<file path="src/rtl/filter_pkg.sv">
// filter_pkg: shared constants for the filter-mode selector.
//   KEY_*  : index of each command key within the key vector.
//   MODE_* : encodings of the existing filter modes driven to the filter mux.
package filter_pkg;

    localparam int unsigned KEY_CLR  = 0;
    localparam int unsigned KEY_NEXT = 1;
    localparam int unsigned KEY_PREV = 2;
    localparam int unsigned KEY_LOCK = 3;

    localparam int unsigned MODE_BYPASS  = 0;
    localparam int unsigned MODE_BLUR    = 1;
    localparam int unsigned MODE_SHARPEN = 2;
    localparam int unsigned MODE_EDGE    = 3;

endpackage : filter_pkg

</file>
<file path="src/rtl/key_debounce.sv">
// key_debounce: 2-flop synchroniser followed by a stability counter for one key.
//   clk, rst_n : clock, asynchronous active-low reset
//   din        : raw asynchronous key input
//   level      : debounced level (registered)
//   rise       : high for one cycle after level goes 0 -> 1
module key_debounce #(
    parameter int unsigned DELAY_COUNTS = 2500
) (
    input  logic clk,
    input  logic rst_n,
    input  logic din,
    output logic level,
    output logic rise
);

    localparam int unsigned CNT_W = $clog2(DELAY_COUNTS + 1);
    localparam logic [CNT_W-1:0] CNT_LAST = CNT_W'(DELAY_COUNTS - 1);

    logic [1:0]       sync_q;
    logic [CNT_W-1:0] cnt;
    logic             level_q;

    // Synchronise, then accept the new level only after DELAY_COUNTS stable cycles.
    always_ff @(posedge clk or negedge rst_n) begin
        if (!rst_n) begin
            sync_q  <= 2'b00;
            cnt     <= '0;
            level   <= 1'b0;
            level_q <= 1'b0;
        end else begin
            sync_q  <= {sync_q[0], din};
            level_q <= level;
            if (sync_q[1] == level) begin
                cnt <= '0;
            end else if (cnt == CNT_LAST) begin
                level <= sync_q[1];
                cnt   <= '0;
            end else begin
                cnt <= cnt + CNT_W'(1);
            end
        end
    end

    assign rise = level & ~level_q;

endmodule : key_debounce

</file>
<file path="src/rtl/filter_mode_sel.sv">
// filter_mode_sel: debounced key commands (clear/next/prev/lock) driving a
// wrapping filter-mode register.
//   clk, rst_n   : clock, asynchronous active-low reset
//   key          : raw active-high push-buttons (keys 0..3 are commands)
//   mode         : current filter mode
//   mode_changed : one-cycle pulse when mode takes a new value
//   locked       : next/prev blocked while high
//   key_level    : debounced key levels
// Optional feature: define FILTER_AUTOREPEAT_EN for hold-to-repeat on next/prev.
module filter_mode_sel
    import filter_pkg::*;
#(
    parameter  int unsigned NUM_KEYS      = 4,
    parameter  int unsigned NUM_MODES     = 4,
    parameter  int unsigned DELAY_COUNTS  = 2500,
    parameter  int unsigned REPEAT_COUNTS = 25_000_000,
    localparam int unsigned MODE_W        = $clog2(NUM_MODES)
) (
    input  logic                clk,
    input  logic                rst_n,
    input  logic [NUM_KEYS-1:0] key,
    output logic [MODE_W-1:0]   mode,
    output logic                mode_changed,
    output logic                locked,
    output logic [NUM_KEYS-1:0] key_level
);

    localparam int unsigned MODE_W1 = MODE_W + 1;

    // Parameter sanity checks at elaboration.
    if (NUM_KEYS < 4) begin : g_chk_keys
        $error("filter_mode_sel: NUM_KEYS must be >= 4");
    end
    if (NUM_MODES < 2 || NUM_MODES > 256) begin : g_chk_modes
        $error("filter_mode_sel: NUM_MODES must be in 2..256");
    end
    if (DELAY_COUNTS < 1 || REPEAT_COUNTS < 1) begin : g_chk_counts
        $error("filter_mode_sel: DELAY_COUNTS and REPEAT_COUNTS must be >= 1");
    end

    logic [NUM_KEYS-1:0] key_rise;
    logic                unused_rise;

    // One debouncer per key; keys above 3 are only reported on key_level.
    for (genvar i = 0; i < NUM_KEYS; i++) begin : g_key
        key_debounce #(
            .DELAY_COUNTS(DELAY_COUNTS)
        ) u_key_debounce (
            .clk  (clk),
            .rst_n(rst_n),
            .din  (key[i]),
            .level(key_level[i]),
            .rise (key_rise[i])
        );
    end

    assign unused_rise = ^key_rise;

    logic rep_next;
    logic rep_prev;

`ifdef FILTER_AUTOREPEAT_EN
    logic [31:0] hold_cnt;
    logic        hold_active;
    logic        rep_fire;

    // Repeat only while exactly one of next/prev is held and not locked.
    assign hold_active = (key_level[KEY_NEXT] ^ key_level[KEY_PREV]) & ~locked;
    assign rep_fire    = hold_active && (hold_cnt == 32'(REPEAT_COUNTS - 1));
    assign rep_next    = rep_fire & key_level[KEY_NEXT];
    assign rep_prev    = rep_fire & key_level[KEY_PREV];

    always_ff @(posedge clk or negedge rst_n) begin
        if (!rst_n) begin
            hold_cnt <= '0;
        end else if (!hold_active || rep_fire) begin
            hold_cnt <= '0;
        end else begin
            hold_cnt <= hold_cnt + 32'd1;
        end
    end
`else
    assign rep_next = 1'b0;
    assign rep_prev = 1'b0;
`endif

    logic              step_next;
    logic              step_prev;
    logic [MODE_W:0]   mode_inc_w;
    logic [MODE_W:0]   mode_dec_w;
    logic [MODE_W-1:0] mode_inc;
    logic [MODE_W-1:0] mode_dec;
    logic [MODE_W-1:0] mode_d;
    logic              locked_d;

    // Command decode: clear beats everything, lock toggles alongside, next+prev cancel.
    always_comb begin
        mode_d     = mode;
        locked_d   = locked;
        step_next  = key_rise[KEY_NEXT] | rep_next;
        step_prev  = key_rise[KEY_PREV] | rep_prev;

        // Wrap checks done one bit wider so non-power-of-two counts work.
        mode_inc_w = {1'b0, mode} + MODE_W1'(1);
        mode_dec_w = {1'b0, mode} - MODE_W1'(1);
        mode_inc   = (mode_inc_w >= MODE_W1'(NUM_MODES)) ? '0 : mode_inc_w[MODE_W-1:0];
        mode_dec   = mode_dec_w[MODE_W] ? MODE_W'(NUM_MODES - 1) : mode_dec_w[MODE_W-1:0];

        if (key_rise[KEY_LOCK]) begin
            locked_d = ~locked;
        end
        if (key_rise[KEY_CLR]) begin
            mode_d = '0;
        end else if (!locked && (step_next ^ step_prev)) begin
            mode_d = step_next ? mode_inc : mode_dec;
        end
    end

    always_ff @(posedge clk or negedge rst_n) begin
        if (!rst_n) begin
            mode         <= '0;
            locked       <= 1'b0;
            mode_changed <= 1'b0;
        end else begin
            mode         <= mode_d;
            locked       <= locked_d;
            mode_changed <= (mode_d != mode);
        end
    end

endmodule : filter_mode_sel
</file>
<file path="config.mk">
export PLATFORM = sky130hd
export DESIGN_NAME = filter_mode_sel
export DESIGN_NICKNAME = d
export VERILOG_FILES = /design/src/rtl/filter_pkg.sv /design/src/rtl/key_debounce.sv /design/src/rtl/filter_mode_sel.sv
export SDC_FILE = /design/constraint.sdc
export NUM_CORES = 1
export LEC_CHECK = 0
export ABC_CLOCK_PERIOD_IN_PS = 2650
export CORE_MARGIN = 2
export CORE_UTILIZATION = 50
export DETAILED_ROUTE_END_ITERATION = 8
export PLACE_DENSITY = 0.65
export SLEW_MARGIN = 0
export SYNTH_ARGS = -nofsm -noshare
export SYNTH_HDL_FRONTEND = slang
export SYNTH_SLANG_ARGS = --single-unit
</file>
<file path="constraint.sdc">
create_clock -name clk -period 2.65 [get_ports clk]
set_input_delay 0.53 -clock clk [delete_from_list [all_inputs] [get_ports clk]]
set_output_delay 0.53 -clock clk [all_outputs]
set_load 0.05 [all_outputs]
</file>
==> out/qor.yml, run 1 <==
run_status: "finished clean"
tightest_slew_ps: 510
r2r-start: "mode[0]"
cts_made_buffers: 9
setup_ws_ps: 477
clock_path_buffers: 2
die-width_um: 83.0
startpoint_type: "register"
post-cts-setup-buffer-count: 0
wl_met3_um: 133
fillers: 515
crit_required_ps: 2120
cp_top_family: "buffers and inverters"
critPathSlowestCell: "clkdlybuf4s50_1"
antenna_found_initial: 0
ys_warn_count: 0
yosysMostFrequentCell: "dfrtp_1"
grt_pass1_vias: 1940
drv_cap: 0
synth_flop_cell: "dfrtp_1"
clock_power_share: 0.379
yosysTopAreaCellShare: 0.546
die_y_um: 83.0
drt-pass1-iter-count: 4
fin_worst_skew_ps: 13.7
yosys-top-cells-count: "dfrtp_1 (68), nor2_1 (55), xor2_1 (34)"
grt_pass1_wl_um: 9000
wl_per_cell_um: 13.1
drt_drc_violations_left: 0
synthCells: 290
ff2ff_setup_slack_ps: 890
ios: 14
p_seq_frac: 0.582
drive_gt1_frac: 0.103
min_period_ps: 2170
switchingPower_uw: 423
crit_path_cell_trace: "clkdlybuf4s50_1"
wl_met1_um: 2610
critPathMaxFanout: 8
synth_area_leaders: "dfrtp_1 (55%), xor2_1 (9.5%), nor2_1 (6.6%)"
final_hold_viol_count: 0
ys_seq_area_frac: 0.546
place_hpwl_um: 3430
slew_viol_final: 0
syn-num-nets: 306
synth-seq-cells: 68
synth-edff-count: 0
yosys.cell_types.count: 35
yosysTopAreaCell: "dfrtp_1"
cp.buffers_inverters: 1
clock-root-buffer: "clkbuf_8"
die_area_um2: 6890
layout_worst_path_cycle_share: 0.820
clkTransAtPathRegs_ps: 70
synth-async-reset-ratio: 1.00
synth_area_um2: 3120
area_delta_synth_final_pct: 10.9
reg2reg_depth: 6
dr_total_vias: 1973
routabilityCongestion: 0.778
finalNetCount: 324
antenna_cells: 0
met2_length_um: 2220
ant_nets: 0
sw_frac_of_total: 0.228
grt_max_degree: 30
powerDensity_nw_per_um2: 537
drt_wl_total_um: 5060
power_leakage_nw: 1.62
place_ws_ps: 820
core_um2: 5990
start_util: 0.521
p_comb_frac: 0.038
setup_tns_ps: 0
arrival_ps: 1640
p_int_mw: 1.43
io_buffers: 13
slew_headroom: 0.659
syn-mean-instance-area_um2: 10.8
viasPerCell: 5.11
drtIter0Drc: 119
num_rows: 28
htreeDepth: 3
rsz0062_at_grt: "no"
setup_viol: 0
crit_path_end_kind: "primary output"
cts_tree: "built"
hold_buffers: 0
fmax_mhz: 460
grt_overflow: 0
track_usage: 0.162
clk_latency_ps: 330
clock_sinks: 68
cts_resized: 0
crit_path_start: "mode[0]"
timing.rr.end: "mode_changed"
cpPeakStageDelay_ps: 860
critPathKind: "reg -> out"
hold_path.class: "in -> async"
multi_input_comb_area_um2: 1360
vdd_drop_max_mv: 0.351
routed.top_layer: "met4"
final-seq-area_um2: 1700
logic make-up after synthesis:
family,count (synthesis),share of synthesized area
mux,5,0.0180
flops,68,0.546
buf+inv,10,0.0185
simple gates,140,0.221
xor+xnor,45,0.126
fa+ha+maj,10,0.0401
compound gates,12,0.0301
layer usage:
metal	up-vias	GRT usage
met3	10	0.0348
met2	27	0.238
met5	-	0
met1	926	0.230
met4	0	0.0760
li1	1010	-
layout make-up:
class,count,area share
flip-flops and latches,68,0.492
clock buffers,11,0.0409
repair buffers,15,0.0405
clock inverters,3,0.00434
multi-input cells,212,0.393
inverters,2,0.00217
well taps,75,0.0271
power groups by stage:
stage	Clock [mW]	Sequential, mW	Combinational, mW
floorplan	0	1.10	0.0371
global placement	0	1.10	0.0731
detailed placement	0	1.10	0.0741
CTS	0.729	1.08	0.0751
global route	0.777	1.08	0.0860
finish	0.705	1.08	0.0713
metrics by stage:
step	instances	instance area, um2	power [mW]	hold WS, ps	util
2_1_floorplan	290	3120	1.13	234	-
3_3_place_gp	372	3300	1.17	335	0.551
3_5_place_dp	372	3300	1.17	335	0.551
4_1_cts	386	3460	1.89	167	0.577
5_1_grt	386	3460	1.95	200	0.577
6_report	386	3460	1.86	156	0.577
worst max-delay path by stage:
stage / to / depth (start not counted)
2_1_floorplan: mode_changed / 6
3_3_place_gp: mode[0] / 1
3_5_place_dp: mode[0] / 1
4_1_cts: mode[0] / 1
5_1_grt: mode[0] / 1
6_report: mode[0] / 1
layout by cell type, fill, tap and decap left out, types with 2 or more instances in the layout:
| master | n |
|---|---|
| nand2b_1 | 3 |
| buf_4 | 2 |
| nand4_1 | 9 |
| clkbuf_8 | 10 |
| ha_1 | 10 |
| a21oi_1 | 2 |
| dfrtp_1 | 68 |
| and3_4 | 2 |
| inv_1 | 2 |
| xor2_1 | 34 |
| nand4_2 | 2 |
| nand3_1 | 18 |
| nor2_1 | 55 |
| clkinv_2 | 3 |
| clkdlybuf4s50_1 | 12 |
| and3_1 | 9 |
| nand2_1 | 26 |
| xnor2_1 | 11 |
| a21o_1 | 2 |
| mux2_2 | 5 |
| and4_4 | 2 |
| nor3_1 | 4 |
| and3_2 | 2 |
| nor4_1 | 3 |
flip-flops by register name, summed over array words and instances (netlist names):
signal,count
g_key.u_key_debounce.cnt,48
g_key.u_key_debounce.level,4
g_key.u_key_debounce.level_q,4
g_key.u_key_debounce.sync_q,8
locked,1
mode,2
mode_changed,1
Power figures use the tool's default switching activity.
==> run 2: changes to the inputs <==
--- a/config.mk
+++ b/config.mk
@@ -5,7 +5,7 @@
 export SDC_FILE = /design/constraint.sdc
 export NUM_CORES = 1
 export LEC_CHECK = 0
-export ABC_CLOCK_PERIOD_IN_PS = 2650
+export ABC_CLOCK_PERIOD_IN_PS = 2100
 export CORE_MARGIN = 2
 export CORE_UTILIZATION = 50
 export DETAILED_ROUTE_END_ITERATION = 8
==> constraint.sdc (replaced) <==
create_clock -name clk -period 2.1 [get_ports clk]
set_input_delay 0.42 -clock clk [delete_from_list [all_inputs] [get_ports clk]]
set_output_delay 0.42 -clock clk [all_outputs]
set_load 0.05 [all_outputs]
==> run 2 against run 1 <==
Compared with the run above: flip-flop and latch count did not move; combinational power rose by 29%; via count rose by 2.6%; clock-buffer cell count fell by 1; design area rose by 0.98%; core utilization rose by 0.56 points; hold slack got worse by 82 ps; wire length rose by 3.2%; global-route usage rose by 0.32 points; cell count did not move; first-iteration DRC count fell by 46%.
==> out/qor.yml, run 2 (synthesis results as in run 1) <==
antenna_cells: 0  # unchanged
p_seq_frac: 0.544  # -0.038
p_int_mw: 1.94  # +35%
clock-root-buffer: "clkbuf_8"
setup_viol: 0  # unchanged
setup_tns_ps: 0  # unchanged
fin_worst_skew_ps: 11.8  # -1.90 ps
min_period_ps: 2040
critPathSlowestCell: "clkdlybuf4s50_1"
dp.cells: 371  # -0.27%
clock_power_share: 0.419  # +0.040
die-width_um: 83.0  # unchanged
ff2ff_setup_slack_ps: 380  # -510 ps
final-seq-area_um2: 1700  # unchanged
clock_path_buffers: 2  # unchanged
largest_reg_flops: 48  # unchanged
fillers: 497  # -3.5%
finalNetCount: 323  # -0.31%
clk_latency_ps: 340  # about the same
rsz0062_at_grt: "no"
run_status: "finished clean"
grt_max_degree: 69  # +130%
powerDensity_nw_per_um2: 718  # +34%
wl_per_cell_um: 13.5  # +3.2%
drv_cap: 0  # unchanged
num_rows: 28  # unchanged
r2r-start: "mode[0]"
htreeDepth: 3  # unchanged
routabilityCongestion: 0.771  # -0.99%
drtIter0Drc: 64  # -46%
placed_area_um2: 3300  # unchanged
ios: 14  # unchanged
final_cells: 386  # unchanged
final_util: 0.583  # +0.00564
grt_overflow: 0  # unchanged
critPathMaxFanout: 5  # -3
cts_made_buffers: 9  # unchanged
switchingPower_uw: 570  # +35%
cp.buffers_inverters: 1  # unchanged
final_common_cell: "dfrtp_1"
area_delta_synth_final_pct: 12.0
final_area_um2: 3490  # +0.98%
dr_total_vias: 2025  # +2.6%
antenna_found_initial: 0  # unchanged
reg.largest.list: "g_key.u_key_debounce.cnt (48), g_key.u_key_debounce.sync_q (8)"
reg2reg_depth: 6  # unchanged
drt_drc_violations_left: 0  # unchanged
top_register: "g_key.u_key_debounce.cnt"
grt_pass1_wl_um: 9210  # +2.4%
crit_path_end_kind: "primary output"
startpoint_type: "register"
clkTransAtPathRegs_ps: 70  # about the same
grt_pass1_vias: 2035  # +4.9%
drt-pass1-iter-count: 4  # unchanged
p_comb_frac: 0.037  # about the same
layout_worst_path_cycle_share: 0.972
hold_path.class: "in -> async"
cp_top_family: "buffers and inverters"
arrival_ps: 1620  # -20 ps
die_y_um: 83.0  # unchanged
vdd_drop_max_mv: 0.435  # +24%
crit_required_ps: 1680  # -440 ps
timing.rr.end: "mode_changed"
crit_path_cell_trace: "clkdlybuf4s50_1"
slew_viol_final: 0  # unchanged
layout_common_cells: "dfrtp_1 (68), nor2_1 (55), xor2_1 (34)"
clock_sinks: 68  # unchanged
drt_wl_total_um: 5220  # +3.2%
slew_headroom: 0.658  # about the same
io_buffers: 13  # unchanged
post-cts-setup-buffer-count: 0  # unchanged
track_usage: 0.165  # +0.00316
multi_input_comb_area_um2: 1360  # unchanged
cts_resized: 0  # unchanged
place_hpwl_um: 3380  # -1.3%
critPathKind: "reg -> out"
die_area_um2: 6890  # unchanged
drive_gt1_frac: 0.113  # +0.00965
start_util: 0.521  # unchanged
sw_frac_of_total: 0.227  # -0.000401
core_um2: 5990  # unchanged
final_hold_viol_count: 0  # unchanged
ant_nets: 0  # unchanged
tightest_slew_ps: 511  # +0.591 ps
power_leakage_nw: 1.63  # +1.1%
viasPerCell: 5.25  # +2.6%
hold_buffers: 0  # unchanged
fmax_mhz: 490
p_total_mw: 2.51  # +35%
cpPeakStageDelay_ps: 850  # about the same
cts_tree: "built"
## run 2: cell types whose count changed in the layout (fill, tap and decap cells not counted)
| cell | before | now |
|---|---|---|
| buf_12 | 0 | 1 |
| bufinv_16 | 0 | 1 |
| clkbuf_1 | 1 | 0 |
| clkdlybuf4s50_1 | 12 | 10 |
| clkinvlp_4 | 0 | 1 |
## run 2: power groups by stage
stage | Sequential [mW] | Clock, mW | Combinational, mW
after floorplan | 1.38 | 0 | 0.0468
after global placement | 1.39 | 0 | 0.0942
after detailed placement | 1.39 | 0 | 0.0948
after global routing | 1.37 | 1.13 | 0.108
final | 1.36 | 1.05 | 0.0920
after CTS | 1.36 | 1.08 | 0.0964
## run 2: area by class of cell
| class | count | share of cell area |
|---|---|---|
| clock buffers | 10 | 0.0394 |
| clock inverters | 5 | 0.0150 |
| inverters | 2 | 0.00215 |
| multi-input cells | 212 | 0.389 |
| flip-flops and latches | 68 | 0.487 |
| well taps | 75 | 0.0269 |
| repair buffers | 14 | 0.0401 |
## run 2: routing by layer
| metal | share of wire | up-vias | GRT usage |
|---|---|---|---|
| li1 | - | 1008 | - |
| met5 | 0 | - | 0 |
| met1 | 0.50 | 990 | 0.220 |
| met2 | 0.46 | 21 | 0.257 |
| met4 | 0.015 | 0 | 0.0849 |
| met3 | 0.023 | 6 | 0.0328 |
## run 2: per-stage QoR
stage	worst slack, ps	hold slack (ps)
after global routing	4.92	120
after detailed placement	386	342
final	59.5	74.1
after global placement	432	332
after floorplan	147	124
after CTS	29.9	91.6
## run 2: how the worst max path moves through the flow
| stage | from | to | cells after the start |
|---|---|---|---|
| global route | g_key[1].u_key_debounce.level | key_level[1] | 1 |
| finish | locked | locked | 1 |
| CTS | locked | locked | 1 |
| floorplan | mode[0] | mode_changed | 6 |
| global placement | locked | locked | 1 |
| detailed placement | mode[0] | mode_changed | 6 |
